<file path="src/rtl/cla_arb_pkg.sv">
// Shared types and helpers for the round-robin adder arbiter.
// The response record is sized for the largest supported requester count (8).
package cla_arb_pkg;

  localparam int ADD_W    = 32;
  localparam int MAX_ID_W = 3;

  typedef struct packed {
    logic [MAX_ID_W-1:0] id;
    logic [ADD_W-1:0]    sum;
    logic                carry;
    logic                overflow;
  } arb_resp_t;

  // Signed overflow from the sign bits of the adder inputs (b already inverted for sub) and the sum.
  function automatic logic add_overflow(input logic a_msb, input logic b_msb, input logic s_msb);
    return (a_msb == b_msb) & (s_msb != a_msb);
  endfunction

endpackage

</file>
<file path="src/rtl/carry_lookahead_adder.sv">
// Carry-lookahead adder built from 4-bit lookahead groups chained on group carry.
// WIDTH must be a multiple of 4.
module carry_lookahead_adder #(
  parameter int WIDTH = 32
) (
  input  logic [WIDTH-1:0] a,
  input  logic [WIDTH-1:0] b,
  input  logic             cin,
  output logic [WIDTH-1:0] sum,
  output logic             cout
);

  localparam int NG = WIDTH / 4;

  logic [WIDTH-1:0] gen_s;
  logic [WIDTH-1:0] prop_s;
  logic [WIDTH:0]   carry_s;

  // Generate/propagate and per-group lookahead carries.
  always_comb begin
    gen_s      = a & b;
    prop_s     = a ^ b;
    carry_s    = '0;
    carry_s[0] = cin;
    for (int k = 0; k < NG; k++) begin
      carry_s[4*k+1] = gen_s[4*k]
                     | (prop_s[4*k] & carry_s[4*k]);
      carry_s[4*k+2] = gen_s[4*k+1]
                     | (prop_s[4*k+1] & gen_s[4*k])
                     | (prop_s[4*k+1] & prop_s[4*k] & carry_s[4*k]);
      carry_s[4*k+3] = gen_s[4*k+2]
                     | (prop_s[4*k+2] & gen_s[4*k+1])
                     | (prop_s[4*k+2] & prop_s[4*k+1] & gen_s[4*k])
                     | (prop_s[4*k+2] & prop_s[4*k+1] & prop_s[4*k] & carry_s[4*k]);
      carry_s[4*k+4] = gen_s[4*k+3]
                     | (prop_s[4*k+3] & gen_s[4*k+2])
                     | (prop_s[4*k+3] & prop_s[4*k+2] & gen_s[4*k+1])
                     | (prop_s[4*k+3] & prop_s[4*k+2] & prop_s[4*k+1] & gen_s[4*k])
                     | (prop_s[4*k+3] & prop_s[4*k+2] & prop_s[4*k+1] & prop_s[4*k] & carry_s[4*k]);
    end
  end

  assign sum  = prop_s ^ carry_s[WIDTH-1:0];
  assign cout = carry_s[WIDTH];

endmodule

</file>
<file path="src/rtl/cla_adder_arbiter_rr_pick.sv">
// Round-robin picker: first valid requester at or after ptr_i, wrapping modulo NUM_REQ.
module rr_pick #(
  parameter int NUM_REQ = 4,
  parameter int ID_W    = $clog2(NUM_REQ)
) (
  input  logic [NUM_REQ-1:0] valid_i,
  input  logic [ID_W-1:0]    ptr_i,
  output logic [NUM_REQ-1:0] onehot_o,
  output logic [ID_W-1:0]    idx_o,
  output logic               any_o
);

  logic [ID_W:0]   pos_s;
  logic [ID_W-1:0] cand_s;
  logic            found_s;

  // Scan from the pointer; the first hit wins and later candidates are ignored.
  always_comb begin
    pos_s    = '0;
    cand_s   = '0;
    found_s  = 1'b0;
    idx_o    = '0;
    onehot_o = '0;
    for (int k = 0; k < NUM_REQ; k++) begin
      pos_s = {1'b0, ptr_i} + (ID_W+1)'(k);
      if (pos_s >= (ID_W+1)'(NUM_REQ)) begin
        pos_s = pos_s - (ID_W+1)'(NUM_REQ);
      end else begin
        pos_s = pos_s;
      end
      cand_s = pos_s[ID_W-1:0];
      if (!found_s && valid_i[cand_s]) begin
        found_s          = 1'b1;
        idx_o            = cand_s;
        onehot_o[cand_s] = 1'b1;
      end else begin
        found_s = found_s;
      end
    end
  end

  assign any_o = found_s;

endmodule

</file>
<file path="src/rtl/cla_adder_arbiter.sv">
// Round-robin arbiter sharing one 32-bit carry-lookahead adder across NUM_REQ requesters.
// Results sit in a single registered response slot that absorbs consumer backpressure.
module cla_adder_arbiter
  import cla_arb_pkg::*;
#(
  parameter  int NUM_REQ = 4,
  localparam int ID_W    = $clog2(NUM_REQ)
) (
  input  logic                     clk,
  input  logic                     rst,
  input  logic [NUM_REQ-1:0]       req_valid,
  output logic [NUM_REQ-1:0]       req_ready,
  input  logic [NUM_REQ*ADD_W-1:0] req_a,
  input  logic [NUM_REQ*ADD_W-1:0] req_b,
  input  logic [NUM_REQ-1:0]       req_sub,
  output logic                     resp_valid,
  input  logic                     resp_ready,
  output logic [ID_W-1:0]          resp_id,
  output logic [ADD_W-1:0]         resp_sum,
  output logic                     resp_carry,
  output logic                     resp_overflow
);

  localparam logic ST_EMPTY = 1'b0;
  localparam logic ST_FULL  = 1'b1;

  logic            state_q, state_d;
  logic [ID_W-1:0] rr_ptr_q, rr_ptr_d;
  arb_resp_t       resp_q, resp_d;

  logic [NUM_REQ-1:0] win_onehot_s;
  logic [ID_W-1:0]    win_idx_s;
  logic               win_any_s;
  logic               can_accept_s;
  logic               grant_s;
  logic [ADD_W-1:0]   op_a_s, op_b_s, op_b_eff_s, add_sum_s;
  logic               op_sub_s, add_cout_s;

  rr_pick #(
    .NUM_REQ (NUM_REQ),
    .ID_W    (ID_W)
  ) u_rr_pick (
    .valid_i  (req_valid),
    .ptr_i    (rr_ptr_q),
    .onehot_o (win_onehot_s),
    .idx_o    (win_idx_s),
    .any_o    (win_any_s)
  );

  assign can_accept_s = (state_q == ST_EMPTY) | resp_ready;
  assign grant_s      = win_any_s & can_accept_s & ~rst;

  // Handshake: at most one ready bit, and none while reset is asserted.
  always_comb begin
    if (rst) begin
      req_ready = '0;
    end else begin
      req_ready = win_onehot_s & {NUM_REQ{can_accept_s}};
    end
  end

  // Operand mux for the winning requester; sub feeds ~B with carry-in 1.
  always_comb begin
    op_a_s   = '0;
    op_b_s   = '0;
    op_sub_s = 1'b0;
    for (int k = 0; k < NUM_REQ; k++) begin
      if (win_idx_s == ID_W'(k)) begin
        op_a_s   = req_a[k*ADD_W +: ADD_W];
        op_b_s   = req_b[k*ADD_W +: ADD_W];
        op_sub_s = req_sub[k];
      end else begin
        op_sub_s = op_sub_s;
      end
    end
    op_b_eff_s = op_sub_s ? ~op_b_s : op_b_s;
  end

  carry_lookahead_adder #(
    .WIDTH (ADD_W)
  ) u_adder (
    .a    (op_a_s),
    .b    (op_b_eff_s),
    .cin  (op_sub_s),
    .sum  (add_sum_s),
    .cout (add_cout_s)
  );

  // Output-slot FSM, response capture and pointer advance.
  always_comb begin
    state_d  = state_q;
    rr_ptr_d = rr_ptr_q;
    resp_d   = resp_q;
    if (grant_s) begin
      resp_d.id       = MAX_ID_W'(win_idx_s);
      resp_d.sum      = add_sum_s;
      resp_d.carry    = add_cout_s;
      resp_d.overflow = add_overflow(op_a_s[ADD_W-1], op_b_eff_s[ADD_W-1], add_sum_s[ADD_W-1]);
      if (win_idx_s == ID_W'(NUM_REQ-1)) begin
        rr_ptr_d = '0;
      end else begin
        rr_ptr_d = win_idx_s + ID_W'(1);
      end
    end else begin
      rr_ptr_d = rr_ptr_q;
    end
    case (state_q)
      ST_EMPTY: begin
        if (grant_s) begin
          state_d = ST_FULL;
        end else begin
          state_d = ST_EMPTY;
        end
      end
      ST_FULL: begin
        if (resp_ready && !grant_s) begin
          state_d = ST_EMPTY;
        end else begin
          state_d = ST_FULL;
        end
      end
      default: state_d = ST_EMPTY;
    endcase
  end

  // State registers with asynchronous reset; a held result is dropped on reset.
  always_ff @(posedge clk or posedge rst) begin
    if (rst) begin
      state_q  <= ST_EMPTY;
      rr_ptr_q <= '0;
      resp_q   <= '0;
    end else begin
      state_q  <= state_d;
      rr_ptr_q <= rr_ptr_d;
      resp_q   <= resp_d;
    end
  end

  assign resp_valid    = state_q;
  assign resp_id       = resp_q.id[ID_W-1:0];
  assign resp_sum      = resp_q.sum;
  assign resp_carry    = resp_q.carry;
  assign resp_overflow = resp_q.overflow;

endmodule
</file>
<file path="config.mk">
export PLATFORM = sky130hd
export DESIGN_NAME = cla_adder_arbiter
export DESIGN_NICKNAME = d
export VERILOG_FILES = /design/src/rtl/cla_arb_pkg.sv /design/src/rtl/carry_lookahead_adder.sv /design/src/rtl/cla_adder_arbiter_rr_pick.sv /design/src/rtl/cla_adder_arbiter.sv
export SDC_FILE = /design/constraint.sdc
export NUM_CORES = 1
export LEC_CHECK = 0
export CAP_MARGIN = 20
export CELL_PAD_IN_SITES_DETAIL_PLACEMENT = 1
export CELL_PAD_IN_SITES_GLOBAL_PLACEMENT = 2
export CORE_UTILIZATION = 22
export CTS_BUF_LIST = sky130_fd_sc_hd__clkbuf_8
export CTS_CLUSTER_DIAMETER = 150
export DETAILED_ROUTE_END_ITERATION = 7
export PLACE_DENSITY = 0.92
export SYNTH_ARGS = -nofsm -noshare
export SYNTH_HDL_FRONTEND = slang
export SYNTH_SLANG_ARGS = --single-unit
</file>
<file path="constraint.sdc">
create_clock -name clk -period 13.32 [get_ports clk]
set_input_delay 2.664 -clock clk [delete_from_list [all_inputs] [get_ports clk]]
set_output_delay 2.664 -clock clk [all_outputs]
set_load 0.005 [all_outputs]
</file>
==> results of run 1 <==
==> placed cells by master (no fill, tap or decap), types with 3 or more instances in the layout <==
master / n
o21ai_0: 81
or4_1: 3
nand4_1: 6
nor2_1: 165
a31oi_1: 5
a211oi_1: 4
nor4b_1: 3
a211o_1: 3
nor3b_1: 3
a21oi_2: 5
a21o_1: 5
fa_1: 7
dfrtp_1: 39
nand2_1: 170
a21oi_1: 169
nand3b_1: 4
nor2b_1: 3
ha_4: 3
inv_1: 23
a22oi_1: 4
xnor2_1: 37
clkbuf_8: 5
nor3_1: 8
xor2_1: 18
ha_1: 40
clkdlybuf4s50_1: 307
nand3_1: 7
o21bai_1: 4
buf_4: 8
==> through the flow <==
step	setup WS (ns)	std cells
6_report	4.22	1526
5_1_grt	3.59	1526
4_1_cts	4.05	1526
3_5_place_dp	3.74	1518
3_3_place_gp	4.05	1518
2_1_floorplan	5.90	932
==> state kept, by name (all words and copies together) (netlist names) <==
name,flops
resp_sum,32
resp_id,2
rr_ptr_q,2
resp_carry,1
resp_overflow,1
resp_valid,1
==> cell families after synthesis <==
| logic type | share of synthesized area |
|---|---|
| flops | 0.166 |
| fa+ha+maj | 0.117 |
| xor+xnor | 0.0817 |
| simple gates | 0.276 |
| compound gates | 0.294 |
| mux | 0.00913 |
| buf+inv | 0.0569 |
==> final timing paths <==
check / start / to / slack (ns) / depth (start not counted)
worst max register to register: rr_ptr_q[0] / resp_sum[24] / 5.76 / 26
worst min-delay path: resp_sum[12] / resp_sum[12] / 0.49 / 2
worst max-delay path: req_valid[0] / resp_sum[24] / 4.22 / 25
max in group asynchronous: rst / resp_id[1] / 10.13 / 3
worst min register to register: resp_sum[12] / resp_sum[12] / 0.49 / 2
min in group asynchronous: rst / resp_sum[23] / 2.80 / 3
==> layer usage <==
metal  up-vias  routed length (um)
li1       3694                   -
met1      3300               12600
met2       173               12800
met5         -                   0
met4         0                 297
met3        19                1360
==> tightest hold or removal path, cell delays in order (launching register included) <==
cell     delay [ns]
dfrtp_1        0.35
nand2_1        0.05
o21ai_0        0.06
==> final cells by class <==
type                            instances  area [um^2]  share of cell area
Timing Repair Buffer                  315         3130               0.336
Clock buffer                            5         68.8             0.00737
Multi-Input combinational cell        805         4630               0.496
Inverter                               24         90.1             0.00965
Sequential cell                        39          976               0.105
Clock inverter                          3         20.0             0.00214
Tap cell                              335          419              0.0449
==> run_results.csv, run 1 <==
group,metric,value,unit
status,status,"complete, but fails checks",
status,violations_in_the_final_reports,"design-rule violations",
run,reported_max_cap_violation_count,0,
timing,final_period_minus_worst_setup_slack,9.10,ns
critical_path,max_stage_delay_cell_worst_path,"o32ai_1",
routing,drc,16,
min_path,holdCritPathClass,"flop to flop",
synth,synthTopCellsByCount,"nand2_1, a21oi_1, nor2_1, o21ai_0, ha_1",
global_route,use_met1,0.255,
cells_and_area,final_core_util,0.357,
clock_network,tritoncts,"built",
die,design.core.area,26100,um^2
timing,totalNegativeSetupSlack,0,ns
clock_network,cts.sinks,39,
timing,timing.final.setup_violations,0,
critical_path,path_delay_family,"compound AO/OA/AOI/OAI gates",
timing,clock_skew,0.00676,ns
timing,fin_crit_sh,0.683,
timing,hold_slack,0.485,ns
clock_network,h-tree-depth,2,
synth,post_synth_edffs,0,
synth,ys_seq_area_frac,0.166,
die,die-height,166,um
die,placement_rows,59,
synth,synth.lib_cells_used.distinct,63,
synth,synth-async-reset-ratio,1.00,
timing,timing.slew.headroom,0.426,
synth,synthesis.nets,1250,
synth,synth_flop_cell,"dfrtp_1",
routing,antenna_violating_nets_post_route,0,
cells_and_area,final_nets,1508,
synth,yosys_register_bits,39,
routing,routed-via-count,7186,
timing,grt_setup_unrepaired,"false",
critical_path,endpoint_type_of_the_worst_setup_path,"flop",
cells_and_area,post-route-cell-area,9340,um^2
critical_path,critical_path_peak_fanout,71,
timing,finalHoldViolCount,0,
global_route,grt_first_pass_wirelength,42300,um
routing,firstDrtPassIters,6,
global_route,number_of_global_route_vias_before_repair,7465,
clock_network,buffers_from_clock_root_to_sink_at_most,2,
global_route,grt_util_met2,0.342,
synth,yosysTopAreaCell,"dfrtp_1",
cells_and_area,area_delta_synth_final,58.4,%
place,portBuffers,307,
die,die_area,27400,um^2
place,gp_congestion,0.882,
timing,final-max-slew-violation-count,0,
place,placed_cell_area,9250,um^2
critical_path,worst_setup_path_start_kind,"input port",
routing,routedWlPerCell,17.7,um
synth,synth_most_common_cell,"nand2_1",
clock_network,root_buffer_cell,"clkbuf_8",
global_route,grt_use_total,0.195,
critical_path,crit_buf_inv,4,
critical_path,critPathArrivalTime,9.33,ns
clock_network,cts_setup_buffers,0,
timing,clock.fmax,110,MHz
routing,post_drt_via_cell_ratio,4.71,
global_route,largest_net_degree_at_the_start_of_global_routing,87,
clock_network,clk_pin_slew_worst_paths,0.09,ns
routing,drt-total-wl,27000,um
global_route,grt_remaining_overflow,0,
critical_path,kind_of_critical_path,"input port to flop",
synth,synth.yosys.warnings,0,
die,initial_utilization,0.226,
die,die_w,166,um
routing,drt_first_iter_violations,280,
synth,synth.avg_cell_area,6.32,um^2
place,dp_hpwl,22500,um
synth,synth_top_area_share,0.166,
cells_and_area,diodes,0,
die,io-pin-count,308,
synth,post_synth_inst_count,932,
clock_network,cts_resized,0,
critical_path,cpMostUsedCell,"a21oi_1",
clock_network,cts_hold_repair.buffers,0,
timing,tightest_slew,0.861,ns
global_route,routing_layer_with_the_top_usage_in_global_route,"met2",
cells_and_area,share_of_layout_cells_above_drive_strength_1,0.0353,
synth,synthTopCellsByArea,"dfrtp_1, a21oi_1, nand2_1, nor2_1, ha_1",
clock_network,cts_inserted_buffers,5,
global_route,globalRouteMet3Util,0.0320,
cells_and_area,fillers,3377,
critical_path,cp.required,13.54,ns
clock_network,clkLatencyLatePin,0.31,ns
synth,synth.cell_area,5890,um^2
global_route,number_of_antenna_violations_at_the_first_check_in_global_routing,0,
critical_path,critical-path-max-stage-delay,0.62,ns
Power of run 1 is left out: the tool's default activity adds up to more than one toggle a clock period on the data nets, which glitch-free logic cannot reach.
==> run 2, diff against run 1 <==
--- a/config.mk
+++ b/config.mk
@@ -8,11 +8,11 @@
 export CAP_MARGIN = 20
 export CELL_PAD_IN_SITES_DETAIL_PLACEMENT = 1
 export CELL_PAD_IN_SITES_GLOBAL_PLACEMENT = 2
-export CORE_UTILIZATION = 22
+export CORE_UTILIZATION = 18
 export CTS_BUF_LIST = sky130_fd_sc_hd__clkbuf_8
 export CTS_CLUSTER_DIAMETER = 150
 export DETAILED_ROUTE_END_ITERATION = 7
-export PLACE_DENSITY = 0.92
+export PLACE_DENSITY = 0.81
 export SYNTH_ARGS = -nofsm -noshare
 export SYNTH_HDL_FRONTEND = slang
 export SYNTH_SLANG_ARGS = --single-unit
==> constraint.sdc (replaced) <==
create_clock -name clk -period 8.3 [get_ports clk]
set_input_delay 1.66 -clock clk [delete_from_list [all_inputs] [get_ports clk]]
set_output_delay 1.66 -clock clk [all_outputs]
set_load 0.005 [all_outputs]
==> run 2 against run 1 <==
The run now ends clean. Clock skew hardly changed. First-iteration DRC count is 18% lower. Utilization is 5.7 points lower. Wire length is 7.1% higher. Critical path type unchanged.
==> run_results.csv, run 2 (synthesis results as in run 1) <==
group,metric,value,unit
status,status,"complete, no violations",
global_route,grt_remaining_overflow,0,
clock_network,cts_setup_buffers,0,
timing,timing.slew.headroom,0.514,
critical_path,endpoint_type_of_the_worst_setup_path,"flop",
timing,finalHoldViolCount,0,
global_route,largest_net_degree_at_the_start_of_global_routing,69,
cells_and_area,layout_commonest_cell,"clkdlybuf4s50_1",
clock_network,cts.sinks,39,
die,die_w,183,um
timing,final_period_minus_worst_setup_slack,7.41,ns
clock_network,clkLatencyLatePin,0.30,ns
critical_path,cp.required,8.53,ns
routing,drt_first_iter_violations,231,
timing,clock_skew,0.00638,ns
timing,tightest_slew,0.729,ns
critical_path,setup.reg_to_reg.worst_slack,1.39,ns
routing,firstDrtPassIters,4,
timing,totalNegativeSetupSlack,0,ns
die,initial_utilization,0.185,
routing,post_drt_via_cell_ratio,4.41,
place,gp_congestion,0.866,
cells_and_area,seq_area,976,um^2
clock_network,h-tree-depth,2,
critical_path,critical_path_peak_fanout,34,
die,die-height,183,um
cells_and_area,final-instance-count-excl-fill,1637,
critical_path,kind_of_critical_path,"input port to flop",
timing,timing.final.setup_violations,0,
min_path,holdCritPathClass,"flop to flop",
timing,grt_setup_unrepaired,"false",
cells_and_area,final_cell_mix,"clkdlybuf4s50_1, nand2_1, a21oi_1",
clock_network,cts_hold_repair.buffers,0,
die,io-pin-count,308,
global_route,number_of_antenna_violations_at_the_first_check_in_global_routing,1,
timing,final-max-slew-violation-count,0,
global_route,grt_first_pass_wirelength,44200,um
routing,routedWlPerCell,17.7,um
routing,drt-total-wl,28900,um
clock_network,tritoncts,"built",
global_route,number_of_global_route_vias_before_repair,7545,
die,placement_rows,65,
place,portBuffers,307,
cells_and_area,area_delta_synth_final,62.5,%
place,dp_hpwl,24900,um
timing,clock.fmax,135,MHz
cells_and_area,multi_input_comb_area,4630,um^2
cells_and_area,final_nets,1518,
critical_path,critPathArrivalTime,7.64,ns
die,design.core.area,31900,um^2
clock_network,cts_inserted_buffers,5,
clock_network,cts_resized,0,
cells_and_area,share_of_layout_cells_above_drive_strength_1,0.0433,
clock_network,buffers_from_clock_root_to_sink_at_most,2,
run,reported_max_cap_violation_count,0,
routing,antenna_violating_nets_post_route,0,
timing,fin_crit_sh,0.893,
cells_and_area,largest_register_ffs,32,
critical_path,worst_setup_path_start_kind,"input port",
clock_network,root_buffer_cell,"clkbuf_8",
global_route,grt_use_total,0.172,
routing,drc,0,
place,placed_cells_incl_taps,1628,
die,die_area,33500,um^2
clock_network,clk_pin_slew_worst_paths,0.08,ns
cells_and_area,fillers,4012,
routing,routed-via-count,7218,
-- run 2: changes by cell type in the layout (fill, tap and decap cells not counted), sizes merged --
| cell | change |
|---|---|
| clkinv | -1 |
| buf | +10 |
| diode | +1 |
| inv | +1 |
-- run 2: final timing paths --
check,start,to,cells past startpoint
max in group asynchronous,rst,resp_sum[1],3
setup / recovery,req_valid[0],resp_sum[28],20
hold / removal,resp_sum[18],resp_sum[18],2
setup reg to reg,rr_ptr_q[0],resp_sum[28],21
hold reg to reg,resp_sum[18],resp_sum[18],2
min in group asynchronous,rst,resp_sum[22],3
-- run 2: worst max-delay path, stage by stage --
cell and delay, ns:
clkdlybuf4s50_1 0.50, or3_1 0.41, o32ai_1 0.61, a211o_1 0.17, nand2_1 0.16, inv_1 0.21, ha_4 0.41, o21ai_0 0.30
a22oi_2 0.18, buf_4 0.38, buf_4 0.36, xnor2_1 0.12, ha_1 0.37, a21o_1 0.23, a31o_2 0.26, a221oi_1 0.36
a21oi_1 0.17, nor2b_1 0.19, fa_1 0.41, o21ai_0 0.15
-- run 2: metrics by stage --
step	hold WS, ns	area [um^2]	setup WS [ns]	utilization
5_1_grt	0.504	9580	0.384	0.300
3_3_place_gp	0.464	9480	0.736	0.297
3_5_place_dp	0.469	9480	0.494	0.297
4_1_cts	0.490	9580	0.792	0.300
6_report	0.482	9580	0.891	0.300
2_1_floorplan	0.470	5890	1.89	-
-- run 2: final cells by class --
class	instances	area share
flip-flops and latches	39	0.102
multi-input cells	805	0.483
clock inverters	3	0.00248
inverters	24	0.00940
repair buffers	325	0.339
well taps	435	0.0568
clock buffers	5	0.00718
diodes	1	0.000261
-- run 2: per-layer routing --
layer / track usage / part of all wire
met1: 0.231 / 0.47
met2: 0.287 / 0.46
met3: 0.0334 / 0.049
met4: 0.0283 / 0.013
met5: 0 / 0
Power of run 2 is left out for the same reason.
